[src/rtl/stack_port_sequencer_if.sv]
// Stack sequencer port bundle: request channel, LSU channel, memory port, and sequence results.
// slave is the sequencer side; master is the core / memory side.
interface stack_port_sequencer_if #(
    parameter int ADDR_W = 12
);
    logic              req_valid;
    logic [2:0]        req_op;
    logic              req_ready;
    logic [15:0]       req_data;
    logic [31:0]       pc_in;
    logic [2:0]        flags_in;

    logic              lsu_req;
    logic              lsu_we;
    logic [ADDR_W-1:0] lsu_addr;
    logic [15:0]       lsu_wdata;
    logic              lsu_gnt;

    logic              mem_en;
    logic              mem_we;
    logic [ADDR_W-1:0] mem_addr;
    logic [15:0]       mem_wdata;
    logic [15:0]       mem_rdata;

    logic              busy;
    logic              done;
    logic [15:0]       pop_data;
    logic              pc_load;
    logic [31:0]       pc_out;
    logic              flags_load;
    logic [2:0]        flags_out;
    logic              stk_err;

    modport slave (
        input  req_valid, req_op, req_data, pc_in, flags_in,
        input  lsu_req, lsu_we, lsu_addr, lsu_wdata, mem_rdata,
        output req_ready, lsu_gnt, mem_en, mem_we, mem_addr, mem_wdata,
        output busy, done, pop_data, pc_load, pc_out, flags_load, flags_out, stk_err
    );

    modport master (
        output req_valid, req_op, req_data, pc_in, flags_in,
        output lsu_req, lsu_we, lsu_addr, lsu_wdata, mem_rdata,
        input  req_ready, lsu_gnt, mem_en, mem_we, mem_addr, mem_wdata,
        input  busy, done, pop_data, pc_load, pc_out, flags_load, flags_out, stk_err
    );
endinterface

[src/rtl/stack_port_sequencer.sv]
// Runs PUSH/POP/CALL/INT/RET/RTI on the shared data port and owns SP; done 2..5 cycles after accept.
// LSU wins the port in IDLE; requests and LSU are both refused (held off) while a sequence runs.
module stack_port_sequencer #(
    parameter int                ADDR_W  = 12,
    parameter logic [ADDR_W-1:0] SP_INIT = {ADDR_W{1'b1}}
) (
    input  logic                   clk,
    input  logic                   reset,
    stack_port_sequencer_if.slave  bus
);
    localparam logic [2:0] OP_PUSH = 3'd0;
    localparam logic [2:0] OP_POP  = 3'd1;
    localparam logic [2:0] OP_CALL = 3'd2;
    localparam logic [2:0] OP_INT  = 3'd3;
    localparam logic [2:0] OP_RET  = 3'd4;
    localparam logic [2:0] OP_RTI  = 3'd5;

    typedef enum logic [3:0] {
        S_IDLE, S_W_DATA, S_W_PCH, S_W_PCL, S_W_FLG,
        S_R_DATA, S_R_FLG, S_R_PCL, S_R_PCH, S_R_WAIT, S_DONE
    } state_t;

    state_t            r_state;
    logic [ADDR_W-1:0] r_sp;
    logic [2:0]        r_op;
    logic [15:0]       r_data;
    logic [31:0]       r_pc;
    logic [2:0]        r_flg_in;
    logic [15:0]       r_pop_lo;
    logic [2:0]        r_pop_flg;
    logic              r_busy, r_done, r_pc_load, r_flags_load, r_stk_err;
    logic [15:0]       r_pop_data;
    logic [31:0]       r_pc_out;
    logic [2:0]        r_flags_out;

    logic              w_idle, w_req_ready, w_lsu_gnt, w_accept;
    logic              w_is_pop, w_ovf;
    logic [ADDR_W-1:0] w_sp_inc, w_sp_dec;
    logic              w_en, w_we;
    logic [ADDR_W-1:0] w_addr;
    logic [15:0]       w_wdata;

    assign w_idle      = (r_state == S_IDLE) && !reset;
    assign w_lsu_gnt   = w_idle && bus.lsu_req;
    assign w_req_ready = w_idle && !bus.lsu_req && (bus.req_op <= OP_RTI);
    assign w_accept    = bus.req_valid && w_req_ready;
    assign w_sp_inc    = r_sp + ADDR_W'(1);
    assign w_sp_dec    = r_sp - ADDR_W'(1);
    assign w_is_pop    = (bus.req_op == OP_POP) || (bus.req_op == OP_RET) || (bus.req_op == OP_RTI);
    // Pushes write SP down to SP-(words-1); that last address must not wrap below zero.
    assign w_ovf       = ((bus.req_op == OP_CALL) && (r_sp == '0)) ||
                         ((bus.req_op == OP_INT)  && (r_sp <  ADDR_W'(2)));

    always_comb begin
        w_en    = 1'b0;
        w_we    = 1'b0;
        w_addr  = '0;
        w_wdata = '0;
        if (!reset) begin
            case (r_state)
                S_IDLE: if (bus.lsu_req) begin
                    w_en    = 1'b1;
                    w_we    = bus.lsu_we;
                    w_addr  = bus.lsu_addr;
                    w_wdata = bus.lsu_wdata;
                end
                S_W_DATA: begin w_en = 1'b1; w_we = 1'b1; w_addr = r_sp; w_wdata = r_data;          end
                S_W_PCH:  begin w_en = 1'b1; w_we = 1'b1; w_addr = r_sp; w_wdata = r_pc[31:16];     end
                S_W_PCL:  begin w_en = 1'b1; w_we = 1'b1; w_addr = r_sp; w_wdata = r_pc[15:0];      end
                S_W_FLG:  begin w_en = 1'b1; w_we = 1'b1; w_addr = r_sp; w_wdata = {13'b0, r_flg_in}; end
                S_R_DATA, S_R_FLG, S_R_PCL, S_R_PCH: begin
                    w_en   = 1'b1;
                    w_addr = w_sp_inc;
                end
                default: ;
            endcase
        end
    end

    always_ff @(posedge clk) begin
        if (reset) begin
            r_state      <= S_IDLE;
            r_sp         <= SP_INIT;
            r_op         <= '0;
            r_data       <= '0;
            r_pc         <= '0;
            r_flg_in     <= '0;
            r_pop_lo     <= '0;
            r_pop_flg    <= '0;
            r_busy       <= 1'b0;
            r_done       <= 1'b0;
            r_pc_load    <= 1'b0;
            r_flags_load <= 1'b0;
            r_stk_err    <= 1'b0;
            r_pop_data   <= '0;
            r_pc_out     <= '0;
            r_flags_out  <= '0;
        end else begin
            r_done       <= 1'b0;
            r_pc_load    <= 1'b0;
            r_flags_load <= 1'b0;
            r_stk_err    <= 1'b0;
            case (r_state)
                S_IDLE: if (w_accept) begin
                    r_op      <= bus.req_op;
                    r_data    <= bus.req_data;
                    r_pc      <= bus.pc_in;
                    r_flg_in  <= bus.flags_in;
                    r_busy    <= 1'b1;
                    r_stk_err <= (w_is_pop && (r_sp == SP_INIT)) || w_ovf;
                    case (bus.req_op)
                        OP_PUSH:         r_state <= S_W_DATA;
                        OP_POP:          r_state <= S_R_DATA;
                        OP_CALL, OP_INT: r_state <= S_W_PCH;
                        OP_RET:          r_state <= S_R_PCL;
                        default:         r_state <= S_R_FLG;
                    endcase
                end
                S_W_DATA: begin r_sp <= w_sp_dec; r_state <= S_DONE; r_done <= 1'b1; end
                S_W_PCH:  begin r_sp <= w_sp_dec; r_state <= S_W_PCL; end
                S_W_PCL: begin
                    r_sp <= w_sp_dec;
                    if (r_op == OP_INT) begin
                        r_state <= S_W_FLG;
                    end else begin
                        r_state <= S_DONE;
                        r_done  <= 1'b1;
                    end
                end
                S_W_FLG:  begin r_sp <= w_sp_dec; r_state <= S_DONE; r_done <= 1'b1; end
                S_R_DATA: begin r_sp <= w_sp_inc; r_state <= S_R_WAIT; end
                S_R_FLG:  begin r_sp <= w_sp_inc; r_state <= S_R_PCL; end
                // Read data trails its address by one cycle, so each read state captures its predecessor's word.
                S_R_PCL:  begin r_sp <= w_sp_inc; r_pop_flg <= bus.mem_rdata[2:0]; r_state <= S_R_PCH;  end
                S_R_PCH:  begin r_sp <= w_sp_inc; r_pop_lo  <= bus.mem_rdata;      r_state <= S_R_WAIT; end
                S_R_WAIT: begin
                    r_state <= S_DONE;
                    r_done  <= 1'b1;
                    if (r_op == OP_POP) begin
                        r_pop_data <= bus.mem_rdata;
                    end else begin
                        r_pc_load <= 1'b1;
                        r_pc_out  <= {bus.mem_rdata, r_pop_lo};
                        if (r_op == OP_RTI) begin
                            r_flags_load <= 1'b1;
                            r_flags_out  <= r_pop_flg;
                        end
                    end
                end
                default: begin r_state <= S_IDLE; r_busy <= 1'b0; end
            endcase
        end
    end

    assign bus.req_ready  = w_req_ready;
    assign bus.lsu_gnt    = w_lsu_gnt;
    assign bus.mem_en     = w_en;
    assign bus.mem_we     = w_we;
    assign bus.mem_addr   = w_addr;
    assign bus.mem_wdata  = w_wdata;
    assign bus.busy       = r_busy;
    assign bus.done       = r_done;
    assign bus.pop_data   = r_pop_data;
    assign bus.pc_load    = r_pc_load;
    assign bus.pc_out     = r_pc_out;
    assign bus.flags_load = r_flags_load;
    assign bus.flags_out  = r_flags_out;
    assign bus.stk_err    = r_stk_err;
endmodule
[src/flat_wrapper.sv]
// flat-port wrapper written by rule: the top's interface ports become plain ports
module stack_port_sequencer_flat 
#(
    parameter int                ADDR_W  = 12,
    parameter logic [ADDR_W-1:0] SP_INIT = {ADDR_W{1'b1}}
)
  (clk, reset, bus_req_valid, bus_req_op, bus_req_data, bus_pc_in, bus_flags_in, bus_lsu_req, bus_lsu_we, bus_lsu_addr, bus_lsu_wdata, bus_mem_rdata, bus_req_ready, bus_lsu_gnt, bus_mem_en, bus_mem_we, bus_mem_addr, bus_mem_wdata, bus_busy, bus_done, bus_pop_data, bus_pc_load, bus_pc_out, bus_flags_load, bus_flags_out, bus_stk_err);
  stack_port_sequencer_if #(.ADDR_W(ADDR_W)) bus_i ();
  input  logic clk;
  input  logic reset;
  input wire logic [$bits(bus_i.req_valid)-1:0] bus_req_valid;
  input wire logic [$bits(bus_i.req_op)-1:0] bus_req_op;
  input wire logic [$bits(bus_i.req_data)-1:0] bus_req_data;
  input wire logic [$bits(bus_i.pc_in)-1:0] bus_pc_in;
  input wire logic [$bits(bus_i.flags_in)-1:0] bus_flags_in;
  input wire logic [$bits(bus_i.lsu_req)-1:0] bus_lsu_req;
  input wire logic [$bits(bus_i.lsu_we)-1:0] bus_lsu_we;
  input wire logic [$bits(bus_i.lsu_addr)-1:0] bus_lsu_addr;
  input wire logic [$bits(bus_i.lsu_wdata)-1:0] bus_lsu_wdata;
  input wire logic [$bits(bus_i.mem_rdata)-1:0] bus_mem_rdata;
  output wire logic [$bits(bus_i.req_ready)-1:0] bus_req_ready;
  output wire logic [$bits(bus_i.lsu_gnt)-1:0] bus_lsu_gnt;
  output wire logic [$bits(bus_i.mem_en)-1:0] bus_mem_en;
  output wire logic [$bits(bus_i.mem_we)-1:0] bus_mem_we;
  output wire logic [$bits(bus_i.mem_addr)-1:0] bus_mem_addr;
  output wire logic [$bits(bus_i.mem_wdata)-1:0] bus_mem_wdata;
  output wire logic [$bits(bus_i.busy)-1:0] bus_busy;
  output wire logic [$bits(bus_i.done)-1:0] bus_done;
  output wire logic [$bits(bus_i.pop_data)-1:0] bus_pop_data;
  output wire logic [$bits(bus_i.pc_load)-1:0] bus_pc_load;
  output wire logic [$bits(bus_i.pc_out)-1:0] bus_pc_out;
  output wire logic [$bits(bus_i.flags_load)-1:0] bus_flags_load;
  output wire logic [$bits(bus_i.flags_out)-1:0] bus_flags_out;
  output wire logic [$bits(bus_i.stk_err)-1:0] bus_stk_err;
  assign bus_i.req_valid = bus_req_valid;
  assign bus_i.req_op = bus_req_op;
  assign bus_i.req_data = bus_req_data;
  assign bus_i.pc_in = bus_pc_in;
  assign bus_i.flags_in = bus_flags_in;
  assign bus_i.lsu_req = bus_lsu_req;
  assign bus_i.lsu_we = bus_lsu_we;
  assign bus_i.lsu_addr = bus_lsu_addr;
  assign bus_i.lsu_wdata = bus_lsu_wdata;
  assign bus_i.mem_rdata = bus_mem_rdata;
  assign bus_req_ready = bus_i.req_ready;
  assign bus_lsu_gnt = bus_i.lsu_gnt;
  assign bus_mem_en = bus_i.mem_en;
  assign bus_mem_we = bus_i.mem_we;
  assign bus_mem_addr = bus_i.mem_addr;
  assign bus_mem_wdata = bus_i.mem_wdata;
  assign bus_busy = bus_i.busy;
  assign bus_done = bus_i.done;
  assign bus_pop_data = bus_i.pop_data;
  assign bus_pc_load = bus_i.pc_load;
  assign bus_pc_out = bus_i.pc_out;
  assign bus_flags_load = bus_i.flags_load;
  assign bus_flags_out = bus_i.flags_out;
  assign bus_stk_err = bus_i.stk_err;
  stack_port_sequencer #(.ADDR_W(ADDR_W), .SP_INIT(SP_INIT)) u_core (.clk(clk), .reset(reset), .bus(bus_i));
endmodule
[config.mk]
export PLATFORM = sky130hd
export DESIGN_NAME = stack_port_sequencer_flat
export DESIGN_NICKNAME = d
export VERILOG_FILES = /design/src/rtl/stack_port_sequencer_if.sv /design/src/rtl/stack_port_sequencer.sv /design/src/flat_wrapper.sv
export SDC_FILE = /design/constraint.sdc
export NUM_CORES = 1
export LEC_CHECK = 0
export CAP_MARGIN = 0
export CORE_ASPECT_RATIO = 2
export CORE_UTILIZATION = 51
export DETAILED_ROUTE_END_ITERATION = 10
export PLACE_DENSITY = 0.95
export SKIP_LAST_GASP = 1
export SLEW_MARGIN = 5
export SYNTH_ARGS = -nofsm -noshare
export SYNTH_HDL_FRONTEND = slang
export SYNTH_SLANG_ARGS = --single-unit
[constraint.sdc]
create_clock -name clk -period 5.45 [get_ports clk]
set_clock_uncertainty 0.15 [all_clocks]
set_input_delay 1.09 -clock clk [delete_from_list [all_inputs] [get_ports clk]]
set_output_delay 1.09 -clock clk [all_outputs]
set_load 0.005 [all_outputs]
==> flow_summary.yaml <==
power:
  power.density_nw_per_um2: 439.2
  p_leak_nw: 3.085
  ir_drop_mv: 0.3941
timing:
  finalSetupTns_ns: 0
  tightest_slew_ns: 0.8415
  drv_slew: 0
  relSlewSlack: 0.4390
  max_freq_ghz: 0.2218
  layout_min_cycle_time_ns: 4.509
  finalSetupViolCount: 0
  rsz0062_at_grt: "false"
  hold_viol: 0
  finalCritPeriodShare: 0.8274
setup_path:
  critPathKind: "register to primary output"
  r2r_slack_ns: 2.98
  critPathCaptureType: "primary output"
  worstPathMaxFanout: 17
  start_kind: "register"
  required_ns: 4.21
  cp.arrival_ns: 3.27
drt:
  wirelength_mm: 20.61
  drt_iter0_drc: 517
  drt_pass1_iterations: 6
  via_per_inst: 5.890
  routed-via-count: 6815
  antenna_left: 0
  drc: 0
  wl_per_cell_microns: 17.81
placed_design:
  dpl_cell_area_sq_um: 8320
  dp_hpwl_mm: 13.94
  io_buffers: 190
  place.gp.congestion: 0.9472
clock_tree:
  clock_path_buffers: 2
  htree_levels: 4
  postCtsSetupBuffers: 0
  tritoncts: "yes"
  cts_root_buffer: "clkbuf_16"
  cts_resized: 0
  path_clk_slew_ns: 0.07
  cts_buffers: 17
  clk_latency_ns: 0.43
  hold_buffers: 0
  clock-sinks: 145
finish:
  fin_area_sq_um: 8965
  nets: 1102
  syn2layout_area_growth_pct: 39.34
  drive_gt1_frac: 0.06541
  layout_commonest_cell: "nand2_1"
  final_util: 0.7351
  final_cell_mix: "nand2_1 (272), clkdlybuf4s50_1 (189), a21oi_1 (155)"
  fillers: 835
status:
  outcome: "complete, no violations"
synthesis:
  syn_area_sq_um: 6434
  ys_ff_latch: 145
  synth_edf_count: 0
  ys_seq_area_frac: 0.4512
  synth_cell_types: 57
  ys_async_sr_fraction: 0
  synth_fp_nets: 947
  synthCells: 841
  avgSynthCellArea_sq_um: 7.650
  yosysWarnings: 0
  ys.flop_type: "dfxtp_1"
grt:
  grt_pass1_vias: 6748
  antenna_found_initial: 1
  track_usage: 0.3268
  grt_max_degree: 86
  overflow: 0
  grt_pass1_wl_mm: 32.52
die:
  pin_count: 191
  die_h_microns: 160.8
  core_area_sq_um: 12200
  start_util: 0.5275
  dieArea_sq_um: 13100
  rows: 57
  die_width_microns: 81.42
job:
  drv_cap: 0
worst_hold_path:
  min_path_type: "register to register"
[cell usage after synthesis, types with 4 or more instances]
cell      number  share of area
dfxtp_1      145           0.45
nor3_2         4         0.0062
a21oi_1      155           0.12
nor4_1         7         0.0068
buf_2         26          0.020
xnor2_1        6         0.0082
nor3_1        11         0.0086
nand2_1      272           0.16
nand3_1        6         0.0047
or2_2          4         0.0039
mux2i_1        7          0.011
nor2_1        34          0.020
o21ai_0        4         0.0031
xor2_1         4         0.0054
clkbuf_1      38          0.022
a222oi_1      18          0.028
nand2b_1       8         0.0078
nand4_1        4         0.0039
inv_1         11         0.0064
a22oi_1        5         0.0058
or4_1          4         0.0047
a31oi_1        4         0.0039
a221oi_1       6         0.0082
or3_1          6         0.0058
[report_power, final]
group / leakage, nW / internal [mW] / switching [mW] / total [mW]
Clock: 0.313 / 0.747 / 0.518 / 1.27
Sequential: 1.17 / 1.15 / 0.164 / 1.32
Combinational: 1.60 / 0.606 / 0.750 / 1.36
[per-stage QoR]
| stage | cells | setup slack [ns] | power (mW) | hold WS [ns] |
|---|---|---|---|---|
| global route | 1157 | 0.7754 | 4.127 | 0.3204 |
| finish | 1157 | 0.9409 | 3.937 | 0.2924 |
| floorplan | 841 | 2.208 | 2.170 | 0.2821 |
| global placement | 1124 | 1.108 | 2.627 | 0.2863 |
| detailed placement | 1124 | 1.035 | 2.656 | 0.2918 |
| CTS | 1156 | 0.9417 | 3.919 | 0.2944 |
[cell families after synthesis]
logic type      count (synthesis)  share of synthesized area
compound gates                222                     0.2089
buf+inv                        77                    0.05231
xor+xnor                       10                    0.01361
mux                             7                    0.01089
fa+ha+maj                       3                   0.005835
simple gates                  377                     0.2573
flops                         145                     0.4512
[sequential cells by signal (all words and copies together), names as in the netlist]
| signal | flops |
|---|---|
| u_core.r_op | 3 |
| u_core.r_pop_lo | 16 |
| u_core.bus.pc_out | 32 |
| u_core.r_state | 4 |
| u_core.r_pop_flg | 3 |
| u_core.r_flg_in | 3 |
| u_core.bus.pc_load | 1 |
| u_core.r_sp | 12 |
| u_core.r_data | 16 |
| u_core.bus.stk_err | 1 |
| u_core.bus.flags_out | 3 |
| u_core.bus.busy | 1 |
| u_core.bus.pop_data | 16 |
| u_core.bus.flags_load | 1 |
| u_core.bus.done | 1 |
| u_core.r_pc | 32 |
[layout make-up]
class / instances / area (sq um) / share of cell area
timing repair buffer: 202 / 1989 / 0.2219
clock inverter: 15 / 216.5 / 0.02415
clock buffer: 17 / 425.4 / 0.04745
multi-input combinational: 619 / 3203 / 0.3573
inverter: 11 / 41.29 / 0.004606
sequential: 145 / 2903 / 0.3238
antenna: 1 / 2.502 / 0.0002791
tap: 147 / 183.9 / 0.02052
[worst max-delay path, stage by stage, from the launching register on]
cell             delay (ns)
dfxtp_1                0.54
nor4_2                 0.62
and2_1                 0.51
buf_4                  0.33
a222oi_1               0.14
a21oi_1                0.17
clkdlybuf4s50_1        0.53
[final timing paths]
path                      start                   end  cells after the start
max           u_core.r_state[0]      bus_mem_wdata[0]                      6
min          u_core.r_pop_lo[0]  u_core.bus.pc_out[0]                      2
max reg2reg   u_core.r_state[3]       u_core.r_sp[10]                      5
min reg2reg  u_core.r_pop_lo[0]  u_core.bus.pc_out[0]                      2
[metal layers]
| layer | wire, microns | track usage | share of wire | vias to the layer above |
|---|---|---|---|---|
| met5 | 0 | 0 | 0 | - |
| met4 | 1458 | 0.2492 | 0.071 | 0 |
| met3 | 1437 | 0.07955 | 0.070 | 98 |
| met2 | 10930 | 0.5655 | 0.53 | 384 |
| met1 | 6776 | 0.3193 | 0.33 | 3130 |
| li1 | - | - | - | 3203 |
Power figures use the tool's default switching activity.
